### src/rtl/button_conditioner.sv
// Conditions the raw active-low move/select buttons into debounced levels and
// single-cycle press pulses, with optional auto-repeat on move and select-wins arbitration.
module button_conditioner #(
    parameter int DEBOUNCE_CYCLES = 16,
    parameter int REPEAT_EN       = 1,
    parameter int REPEAT_DELAY    = 64,
    parameter int REPEAT_PERIOD   = 32
) (
    input  logic clk,
    input  logic rst,
    input  logic move_n,
    input  logic select_n,
    output logic move_pulse,
    output logic select_pulse,
    output logic move_level,
    output logic select_level
);

    localparam int CW = $clog2(DEBOUNCE_CYCLES) + 1;
    localparam logic [CW-1:0] CNT_MAX = CW'(DEBOUNCE_CYCLES - 1);

    localparam int RMAX = (REPEAT_DELAY > REPEAT_PERIOD) ? REPEAT_DELAY : REPEAT_PERIOD;
    localparam int RW   = $clog2(RMAX) + 1;
    localparam logic [RW-1:0] RC_DELAY  = RW'(REPEAT_DELAY - 1);
    localparam logic [RW-1:0] RC_PERIOD = RW'(REPEAT_PERIOD - 1);

    localparam int MOVE = 0;
    localparam int SEL  = 1;

    logic [1:0] btn_n;
    logic [1:0] level_cur;
    logic [1:0] level_nxt;
    logic [1:0] rise;

    assign btn_n = {select_n, move_n};

    generate
        for (genvar gi = 0; gi < 2; gi++) begin : g_btn
            logic          sync1_q, sync1_d;
            logic          sync2_q, sync2_d;
            logic          raw;
            logic          level_q, level_d;
            logic [CW-1:0] cnt_q, cnt_d;

            always_comb begin
                sync1_d = btn_n[gi];
                sync2_d = sync1_q;
            end

            assign raw = ~sync2_q;

            // Any sample that agrees with the current level restarts the count.
            always_comb begin
                level_d = level_q;
                cnt_d   = '0;
                if (raw != level_q) begin
                    if (cnt_q == CNT_MAX) begin
                        level_d = raw;
                    end else begin
                        cnt_d = cnt_q + 1'b1;
                    end
                end
            end

            always_ff @(posedge clk) begin
                if (rst) begin
                    sync1_q <= 1'b1;
                    sync2_q <= 1'b1;
                    level_q <= 1'b0;
                    cnt_q   <= '0;
                end else begin
                    sync1_q <= sync1_d;
                    sync2_q <= sync2_d;
                    level_q <= level_d;
                    cnt_q   <= cnt_d;
                end
            end

            assign level_cur[gi] = level_q;
            assign level_nxt[gi] = level_d;
            assign rise[gi]      = level_d & ~level_q;
        end
    endgenerate

    logic          rep_active_q, rep_active_d;
    logic [RW-1:0] rc_q, rc_d;
    logic          rep_fire;

    // rc counts down to the next repeat; it only runs while move stays pressed.
    always_comb begin
        rep_active_d = rep_active_q;
        rc_d         = rc_q;
        rep_fire     = 1'b0;
        if (REPEAT_EN != 0) begin
            if (!level_nxt[MOVE]) begin
                rep_active_d = 1'b0;
                rc_d         = '0;
            end else if (rise[MOVE]) begin
                rep_active_d = 1'b1;
                rc_d         = RC_DELAY;
            end else if (rep_active_q) begin
                if (rc_q == '0) begin
                    rep_fire = 1'b1;
                    rc_d     = RC_PERIOD;
                end else begin
                    rc_d = rc_q - 1'b1;
                end
            end
        end else begin
            rep_active_d = 1'b0;
            rc_d         = '0;
        end
    end

    logic move_evt;
    logic pending_q, pending_d;
    logic move_pulse_q, move_pulse_d;
    logic select_pulse_q, select_pulse_d;

    // Select wins a collision; the deferred move (or a repeat landing on it) goes out next cycle.
    always_comb begin
        move_evt       = rise[MOVE] | rep_fire;
        select_pulse_d = rise[SEL];
        if (rise[SEL]) begin
            move_pulse_d = 1'b0;
            pending_d    = move_evt | pending_q;
        end else begin
            move_pulse_d = move_evt | pending_q;
            pending_d    = 1'b0;
        end
    end

    always_ff @(posedge clk) begin
        if (rst) begin
            rep_active_q   <= 1'b0;
            rc_q           <= '0;
            pending_q      <= 1'b0;
            move_pulse_q   <= 1'b0;
            select_pulse_q <= 1'b0;
        end else begin
            rep_active_q   <= rep_active_d;
            rc_q           <= rc_d;
            pending_q      <= pending_d;
            move_pulse_q   <= move_pulse_d;
            select_pulse_q <= select_pulse_d;
        end
    end

    assign move_pulse   = move_pulse_q;
    assign select_pulse = select_pulse_q;
    assign move_level   = level_cur[MOVE];
    assign select_level = level_cur[SEL];

endmodule

### config.mk
export PLATFORM = sky130hd
export DESIGN_NAME = button_conditioner
export DESIGN_NICKNAME = d
export VERILOG_FILES = /design/src/rtl/button_conditioner.sv
export SDC_FILE = /design/constraint.sdc
export NUM_CORES = 1
export LEC_CHECK = 0
export ABC_AREA = 1
export BUFFER_PORTS_ARGS = -buffer_cell sky130_fd_sc_hd__buf_2
export CORE_MARGIN = 2
export CORE_UTILIZATION = 45
export DETAILED_ROUTE_END_ITERATION = 6
export PLACE_DENSITY = 0.67
export SETUP_SLACK_MARGIN = 0.1
export SYNTH_ARGS = -nofsm -noshare
export SYNTH_HDL_FRONTEND = slang
export SYNTH_SLANG_ARGS = --single-unit
### constraint.sdc
create_clock -name clk -period 2.27 [get_ports clk]
set_input_delay 0.454 -clock clk [delete_from_list [all_inputs] [get_ports clk]]
set_output_delay 0.454 -clock clk [all_outputs]
set_load 0.01 [all_outputs]
==> results of run 1 <==
[worst max-delay path by stage]
stage / end / slack [ns] / start / depth (start not counted)
2_1_floorplan: rc_q[0] / 0.82 / g_btn[0].cnt_q[0] / 10
3_3_place_gp: rc_q[2] / 0.75 / g_btn[0].cnt_q[0] / 10
3_5_place_dp: rc_q[2] / 0.69 / g_btn[0].cnt_q[0] / 10
4_1_cts: rc_q[2] / 0.66 / g_btn[0].cnt_q[0] / 10
5_1_grt: rc_q[3] / 0.48 / g_btn[0].cnt_q[0] / 8
6_report: rc_q[2] / 0.66 / g_btn[0].cnt_q[0] / 10
[synth_stat cells (all sizes together)]
master,count,share of area (%)
nand3,8,4.1
nor3,3,1.2
nand4,3,1.6
o211ai,2,1.2
o21ai,5,2.4
nand3b,1,0.62
dfxtp,27,45
nor2,23,9.4
xnor2,1,0.72
a21oi,10,4.4
a211oi,1,0.62
inv,29,9.0
nand2,32,10
nor3b,1,0.62
xor2,1,0.72
ha,6,6.2
or2,4,2.1
[critical path, cell delays in order (launching register included)]
cell     delay (ns)
dfxtp_1        0.36
ha_1           0.22
nand2_1        0.09
nor2_1         0.05
ha_1           0.23
nand3_2        0.15
nand2_2        0.08
nor2_2         0.19
nand2_1        0.07
nand2_1        0.06
inv_1          0.03
[state kept, by name, indices dropped and copies added (netlist names), 2 cells and up]
name and flops:
g_btn.cnt_q 10, rc_q 7, g_btn.sync1_q 2, g_btn.sync2_q 2
[layer usage]
layer,vias to the layer above,global-route usage (%),routed length (microns)
li1,510,-,-
met2,6,22.4,930
met1,423,17.3,921
met4,0,6.12,12
met3,2,3.02,41
met5,-,0,0
[cell families after synthesis]
group           synth area share [%]
simple gates                    30.0
buf+inv                         9.00
flops                           44.7
compound gates                  8.69
fa+ha+maj                       6.20
xor+xnor                        1.45
[stage by stage]
step	instances	power [mW]	cell area, sq um	hold WS, ns
final	198	0.684	1310	0.313
after global routing	198	0.717	1310	0.299
after floorplan	157	0.498	1210	0.389
after CTS	198	0.695	1310	0.302
after detailed placement	194	0.504	1280	0.402
after global placement	194	0.504	1280	0.390
[power by group through the flow]
stage	clock (mW)	sequential, mW	combinational, mW
final	0.191	0.481	0.0129
after global routing	0.220	0.482	0.0151
after CTS	0.201	0.481	0.0132
after detailed placement	0	0.491	0.0132
after global placement	0	0.491	0.0125
after floorplan	0	0.491	0.00738
[layout make-up]
type	instances	area share, %
multi-input cells	101	42.8
flip-flops and latches	27	41.3
inverters	29	8.32
well taps	30	2.87
repair buffers	7	2.68
clock buffers	4	2.01
==> flow_summary_export.csv, run 1 <==
group,metric,value,unit
critical_path,reg2regPathDepth,10,
critical_path,path_class,"flip-flop to flip-flop",
routing,ant_nets,0,
clock_network,htreeDepth,1,
clock_network,clkSinkCount,27,
logic_synthesis,ys_types,25,
clock_network,cts.hold.buffers_added,0,
grt,grt_max_degree,15,
logic_synthesis,synth_nets,167,
run,max-cap-violations,0,
power_and_ir_drop,combPwrFrac,1.9,%
grt,track_usage,13.7,%
routing,drt-initial-drc-count,15,
critical_path,crit-reg2reg-capture,"rc_q[2]",
logic_synthesis,syn_inst,157,
die,rows,18,
die,initial_core_util,48.0,%
sta,fin_crit_sh,71.1,%
finish,drive_gt1_share,15.5,%
routing,wl_per_cell,9.63,microns
logic_synthesis,synthesis.area,1210,sq um
sta,final-hold-violation-count,0,
placement,gp_congestion,0.780,
die,ios,8,
finish,multi_input_area,561,sq um
logic_synthesis,yosysSeqAreaShare,44.7,%
worst_hold_path,hold_end,"g_btn[0].sync1_q",
finish,area_growth,8.17,%
worst_hold_path,hold_depth,2,
clock_network,cts_setup_buffers,0,
placement,hpwl,1530,microns
die,die_area,3120,sq um
critical_path,cp.required,2.49,ns
sta,setup_ws,0.655,ns
finish,n_fill_cell,269,
worst_hold_path,hp-start,"move_n",
power_and_ir_drop,p_int,0.553,mW
power_and_ir_drop,seq_power_share,70.2,%
sta,fmax,619,MHz
critical_path,critPathMaxFanout,6,
finish,diodes,0,
routing,first_pass_iters,4,
routing,via_per_inst,4.75,
power_and_ir_drop,leakagePower,0.619,nW
finish,mostFrequentLayoutCell,"nand2_1",
finish,fin_util,51.9,%
routing,vias,941,
logic_synthesis,ys_seq_elements,27,
die,die_x,55.9,microns
clock_network,cts_resized,0,
critical_path,arrival,1.83,ns
power_and_ir_drop,switching_share,19.3,%
power_and_ir_drop,vdd_drop_max,0.402,mV
finish,ff_latch_area,541,sq um
finish,nNetsFinal,179,
finish,layout_common_cells,"nand2_1, inv_1, dfxtp_1",
critical_path,end_kind,"flip-flop",
placement,dp_slack,0.686,ns
run_status,status,"complete, no violations",
routing,drc,0,
power_and_ir_drop,p_sw,0.132,mW
clock_network,clk_latency,0.31,ns
grt,grt_pass1_wl,3460,microns
sta,worst_slew_pin_slew,0.401,ns
grt,first_global_vias,896,
power_and_ir_drop,p_clk_share,27.9,%
logic_synthesis,yosysWarningCount,0,
critical_path,r2r_slack,0.66,ns
grt,antenna_found_initial,0,
critical_path,r2r_start,"g_btn[0].cnt_q[0]",
grt,grt_overflow,0,
clock_network,cts_tree,"built",
sta,setup_violations,0,
critical_path,startpoint_type,"flip-flop",
die,core_area,2520,sq um
clock_network,cts_inserted_buffers,3,
sta,skew,0.00880,ns
routing,wirelength,1910,microns
sta,finalMaxSlewViolations,0,
sta,period_minus_slack,1.61,ns
sta,finalSetupTns,0,ns
worst_hold_path,hold_class,"input port to flip-flop",
placement,port-buffer-count,7,
sta,slew_headroom,73.1,%
sta,rsz0062_at_grt,"false",
clock_network,cts-root-buf,"clkbuf_4",
clock_network,clkTransAtPathRegs,0.13,ns
power_and_ir_drop,power_density,523,nW/um^2
die,die_h,55.9,microns
clock_network,clk_path_buf_depth,2,
logic_synthesis,avgSynthCellArea,7.71,sq um
Note: power is estimated with default switching activity, not from simulation.
==> run 2: changes to the inputs <==
Settings changed: ABC_AREA 1 to 0.
Clock period 2.27 ns to 1.5 ns, I/O delays scaled along.
==> run 2 against run 1 <==
Net effect: hold slack lost 0.15 ns; the run now ends with negative setup slack left; sequential cell count is the same; synthesized area shrank 5.3%; die area shrank 4.9%; largest cell class unchanged; register-to-register slack lost 0.66 ns; sequential share of layout area shrank 3.4 points; critical path depth shrank 3; clock power grew 53%.
==> flow_summary_export.csv, run 2 <==
group,metric,value,unit
grt,first_global_vias,787,
critical_path,r2r_slack,-0.006,ns
worst_hold_path,hold_class,"input port to flip-flop",
sta,period_minus_slack,1.51,ns
logic_synthesis,yosysWarningCount,0,
clock_network,clkSinkCount,27,
sta,fin_crit_sh,100,%
critical_path,startpoint_type,"flip-flop",
logic_synthesis,synth_top_family_by_area,"simple AND/OR/NAND/NOR gates",
finish,nNetsFinal,152,
logic_synthesis,syn_inst,122,
die,die_x,54.5,microns
finish,top_regs,"g_btn.cnt_q: 10 flops, rc_q: 7 flops",
critical_path,reg2regPathDepth,7,
logic_synthesis,synth_xor_area_share,4.59,%
sta,holdWs,0.160,ns
logic_synthesis,avgSynthCellArea,9.39,sq um
critical_path,arrival,1.74,ns
critical_path,cp_num_buf_inv,0,
logic_synthesis,synth.top_cell.area_share,47.2,%
clock_network,htreeDepth,1,
placement,gp_congestion,0.701,
sta,rsz0062_at_grt,"true",
finish,mostFrequentLayoutCell,"dfxtp_1",
logic_synthesis,synth_common_cells,"dfxtp_1, nor2_1, inv_1, o21ai_0, ha_1",
clock_network,cts-root-buf,"clkbuf_4",
clock_network,cts_inserted_buffers,3,
logic_synthesis,synthSimpleGateAreaFrac,26.1,%
worst_hold_path,hold_depth,2,
grt,antenna_found_initial,0,
power_and_ir_drop,leakagePower,0.568,nW
sta,setup_ws,-0.00562,ns
die,rows,18,
placement,place_area,1310,sq um
critical_path,cp.required,1.74,ns
power_and_ir_drop,vdd_drop_max,0.684,mV
finish,fin_util,59.1,%
grt,grt_max_degree,15,
logic_synthesis,synth_nets,132,
logic_synthesis,ys_types,35,
routing,wirelength,1960,microns
placement,hpwl,1420,microns
die,core_area,2450,sq um
grt,grt_pass1_wl,3110,microns
critical_path,crit-reg2reg-capture,"rc_q[6]",
power_and_ir_drop,power_density,720,nW/um^2
clock_network,clk_path_buf_depth,2,
sta,final-hold-violation-count,0,
die,initial_core_util,46.7,%
finish,diodes,0,
logic_synthesis,synthAdderAreaFrac,6.55,%
critical_path,crit_chain,"ha_4 > and3_4 > ha_4 > nand2_4 > o21ai_4 > or2_4 > nor4b_2",
finish,layout_common_cells,"dfxtp_1, nor2_1, buf_4",
finish,design_area,1450,sq um
worst_hold_path,hp-start,"select_n",
logic_synthesis,synthesis.area,1150,sq um
run,max-cap-violations,0,
logic_synthesis,yosysSeqAreaShare,47.2,%
sta,fmax,664,MHz
critical_path,critical_path.slowest_cell,"dfxtp_2",
grt,track_usage,15.2,%
clock_network,cts_tree,"built",
routing,drc,0,
critical_path,path_class,"flip-flop to flip-flop",
logic_synthesis,synth_most_common_cell,"dfxtp_1",
logic_synthesis,yosysTopAreaCell,"dfxtp_1",
logic_synthesis,synth_edf_count,0,
logic_synthesis,yosys-top-cells-area,"dfxtp_1, ha_1, nor2_1",
logic_synthesis,ys.flop_type,"dfxtp_1",
run_status,status,"finished, violations left",
finish,area_growth,26.5,%
critical_path,critPathMaxFanout,5,
routing,vias,862,
routing,ant_nets,0,
clock_network,clkTransAtPathRegs,0.12,ns
die,ios,8,
routing,first_pass_iters,4,
worst_hold_path,hold_end,"g_btn[1].sync1_q",
finish,fin_cells,171,
placement,placed_cells,165,
placement,dp_slack,-0.0848,ns
routing,wl_per_cell,11.5,microns
critical_path,cpPeakStageDelay,0.36,ns
critical_path,path_common_cell,"ha_4",
logic_synthesis,synth-compound-area-share,11.2,%
logic_synthesis,async_flop_share,0,%
clock_network,cts.hold.buffers_added,0,
finish,regMostFlops,"g_btn.cnt_q",
sta,slew_headroom,78.8,%
die,die_area,2970,sq um
sta,setup_violations,1,
finish,largest_reg_flops,10,
routing,drt-initial-drc-count,1,
critical_path,r2r_start,"g_btn[0].cnt_q[1]",
finish,drive_gt1_share,44.7,%
sta,skew,0.00179,ns
logic_synthesis,ys_seq_elements,27,
die,die_h,54.5,microns
placement,port-buffer-count,7,
routing,via_per_inst,5.04,
grt,grt_overflow,0,
critical_path,cp_top_family,"simple AND/OR/NAND/NOR gates",
clock_network,clk_latency,0.31,ns
logic_synthesis,synth_mux_area_share,0,%
run_status,failed_checks,"negative setup slack",
sta,worst_slew_pin_slew,0.316,ns
sta,finalMaxSlewViolations,0,
critical_path,end_kind,"flip-flop",
-- run 2: cell count changes in the layout (fill, tap and decap cells not counted), moves of 3 or more --
cell	previous run	this run
a21oi_1	9	4
buf_4	0	10
dfxtp_1	27	20
dfxtp_2	0	7
ha_1	6	1
ha_4	0	4
inv_1	28	6
nand2_1	30	4
nor3_1	3	0
nor3b_2	0	3
xor2_1	1	4
-- run 2: area by class of cell --
type                    count  area [sq um]
clock buffers               4          26.3
fillers                   227          1000
flip-flops and latches     27           549
well taps                  30          37.5
multi-input cells          85           697
repair buffers             17           110
inverters                   8          30.0
-- run 2: per-stage QoR --
stage | power [mW] | TNS [ns]
after floorplan | 0.755 | -0.00923
after global placement | 0.762 | -0.0250
after detailed placement | 0.764 | -0.143
after CTS | 1.06 | -0.00522
after global routing | 1.09 | -0.174
final | 1.04 | -0.00562
-- run 2: what timing repair did --
action,4_1_cts,5_1_grt
gates cloned,1,0
pin swaps,3,5
setup endpoints to repair,16,23
endpoints found under the hold margin,0,0
setup buffers,0,1
resized for setup,11,20
-- run 2: per-layer routing --
layer	wire length [microns]	vias to the layer above	share of wire (%)	GRT usage, %
met1	910	399	46	17.4
met2	949	13	48	26.1
met4	53	0	2.7	10.4
met5	0	-	0	0
li1	-	446	-	-
met3	47	4	2.4	2.19
-- run 2: cell families (layout without fill, tap and decap cells) --
logic type	after synthesis	after routing
AND/OR/NAND/NOR	51	52
flip-flops	27	27
AO/OA/AOI/OAI	21	21
buffers and inverters	11	29
adder cells (fa/ha/maj)	6	6
XOR/XNOR	6	6
-- run 2: power by group --
group	internal [mW]	total [mW]	switching, mW
combinational	0.0112	0.0223	0.0111
sequential	0.724	0.728	0.00470
clock	0.104	0.293	0.189
-- run 2: how the worst max path moves through the flow --
stage,startpoint,endpoint,cells after the start
6_report,g_btn[0].cnt_q[1],rc_q[6],7
5_1_grt,g_btn[0].cnt_q[1],rc_q[6],7
4_1_cts,g_btn[0].cnt_q[1],rc_q[6],7
3_5_place_dp,g_btn[0].cnt_q[1],rc_q[6],7
3_3_place_gp,g_btn[0].cnt_q[1],rc_q[6],7
2_1_floorplan,g_btn[0].cnt_q[0],rc_q[6],8
==> run 3: changes to the inputs <==
Settings changed: PLACE_DENSITY 0.67 to default.
Clock period 1.5 ns to 1.75 ns, I/O delays scaled along.
==> run 3 against run 2 <==
Net effect: the run now ends clean; total power fell by 15%; via count fell by 5.1%; count of clock-buffer cells in the layout fell by 1; clock power fell by 15%; hold slack improved by 0.050 ns; sequential cell count did not move; clock skew barely moved; utilization fell by 5.4 points; die area did not move; highest routed layer unchanged.
==> flow_summary_export.csv, run 3 (same netlist as run 2, synthesis figures left out) <==
group,metric,value,unit
finish,largest_reg_flops,10,
sta,finalSetupTns,0,ns
grt,grt_pass1_wl,3090,microns
finish,layout_common_cells,"dfxtp_1, nor2_1, inv_1",
critical_path,end_kind,"flip-flop",
die,core_area,2450,sq um
grt,antenna_found_initial,0,
power_and_ir_drop,leakagePower,0.526,nW
clock_network,cts-root-buf,"clkbuf_4",
clock_network,clkTransAtPathRegs,0.13,ns
power_and_ir_drop,finalPower,0.890,mW
sta,worst_slew_pin_slew,0.553,ns
sta,skew,0.00149,ns
clock_network,clkSinkCount,27,
die,rows,18,
sta,holdWs,0.210,ns
worst_hold_path,hold_class,"input port to flip-flop",
routing,drc,0,
die,ios,8,
clock_network,cts_inserted_buffers,3,
routing,first_pass_iters,4,
finish,drive_gt1_share,28.7,%
grt,grt_max_degree,16,
critical_path,r2r_slack,0.18,ns
clock_network,cts.hold.buffers_added,0,
run,max-cap-violations,0,
finish,regMostFlops,"g_btn.cnt_q",
finish,area_growth,15.0,%
sta,finalMaxSlewViolations,0,
sta,slew_headroom,62.7,%
critical_path,reg2regPathDepth,7,
sta,final-hold-violation-count,0,
sta,period_minus_slack,1.57,ns
worst_hold_path,hold_end,"g_btn[1].sync1_q",
sta,setup_violations,0,
placement,place_area,1210,sq um
clock_network,cts_tree,"built",
die,die_x,54.5,microns
grt,met1_usage,17.8,%
run_status,status,"complete, no violations",
grt,track_usage,14.4,%
finish,diodes,0,
critical_path,startpoint_type,"flip-flop",
routing,wirelength,1870,microns
sta,rsz0062_at_grt,"true",
grt,met3_usage,1.64,%
routing,drt-initial-drc-count,6,
die,die_h,54.5,microns
finish,design_area,1320,sq um
die,die_area,2970,sq um
clock_network,htreeDepth,1,
critical_path,crit-reg2reg-capture,"rc_q[5]",
clock_network,clk_latency,0.31,ns
die,initial_core_util,46.7,%
finish,fin_util,53.7,%
finish,nNetsFinal,147,
routing,wl_per_cell,11.3,microns
worst_hold_path,hp-start,"select_n",
routing,via_per_inst,4.93,
worst_hold_path,hold_depth,2,
clock_network,clk_path_buf_depth,2,
grt,first_global_vias,769,
power_and_ir_drop,vdd_drop_max,0.612,mV
placement,hpwl,1330,microns
finish,mostFrequentLayoutCell,"dfxtp_1",
grt,grtUsageMet2,25.1,%
routing,vias,818,
placement,port-buffer-count,7,
critical_path,path_class,"flip-flop to flip-flop",
critical_path,arrival,1.80,ns
grt,grt_overflow,0,
critical_path,r2r_start,"g_btn[0].cnt_q[1]",
placement,gp_congestion,0.654,
finish,top_regs,"g_btn.cnt_q: 10 flops, rc_q: 7 flops",
sta,fin_crit_sh,89.7,%
routing,ant_nets,0,
power_and_ir_drop,power_density,675,nW/um^2
sta,fmax,637,MHz
critical_path,cp.required,1.98,ns
critical_path,critPathMaxFanout,6,
grt,top_usage_layer,"met2",
run 3: cell count changes in the layout (fill, tap and decap cells not counted), sizes merged:
cell / delta
clkinv: +1
clkbuf: -1
buf: -5
run 3: layer usage:
layer	part of all wire [%]	vias up
met5	0	-
met4	0.75	0
met3	1.8	2
met2	50	8
met1	47	368
li1	-	440
run 3: critical path, cell delays in order, from the launching register on:
cell and delay, ns:
dfxtp_1 0.36, ha_2 0.18, and3_4 0.20, ha_4 0.15, buf_4 0.11, nand2_2 0.10, o211a_1 0.15, a221oi_1 0.24
run 3: stage by stage:
stage / worst slack [ns] / cells
finish: 0.180 / 166
global route: 0.0697 / 166
CTS: 0.122 / 166
detailed placement: -0.0170 / 158
global placement: 0.0637 / 158
floorplan: 0.103 / 122
run 3: cell type report:
class | instances | area, sq um
fill | 238 | 1140
multi-input combinational | 85 | 608
sequential | 27 | 542
timing repair buffer | 12 | 72.6
tap | 30 | 37.5
inverter | 8 | 30.0
clock buffer | 3 | 22.5
clock inverter | 1 | 5.00
run 3: worst max-delay path by stage:
stage          slack [ns]         startpoint      end  depth (start not counted)
3_3_place_gp         0.06  g_btn[0].cnt_q[0]  rc_q[5]                          7
5_1_grt              0.07  g_btn[0].cnt_q[1]  rc_q[5]                          7
2_1_floorplan        0.10  g_btn[0].cnt_q[0]  rc_q[5]                          8
4_1_cts              0.12  g_btn[0].cnt_q[0]  rc_q[6]                          7
6_report             0.18  g_btn[0].cnt_q[1]  rc_q[5]                          7
3_5_place_dp        -0.02  g_btn[0].cnt_q[0]  rc_q[6]                          7
run 3: repair_timing:
action / CTS / global route
hold endpoints to repair: 0 / 0
resized for setup: 8 / 5
buffers inserted: 3 / 0
endpoints found under the setup margin: 9 / 7
gates cloned: 1 / 0
pin swaps: 3 / 2
run 3: power breakdown:
group | leakage, nW | internal [mW] | switching (mW) | total, mW
Clock | 0.0177 | 0.0853 | 0.165 | 0.250
Sequential | 0.219 | 0.620 | 0.00325 | 0.624
Combinational | 0.289 | 0.00770 | 0.00838 | 0.0161
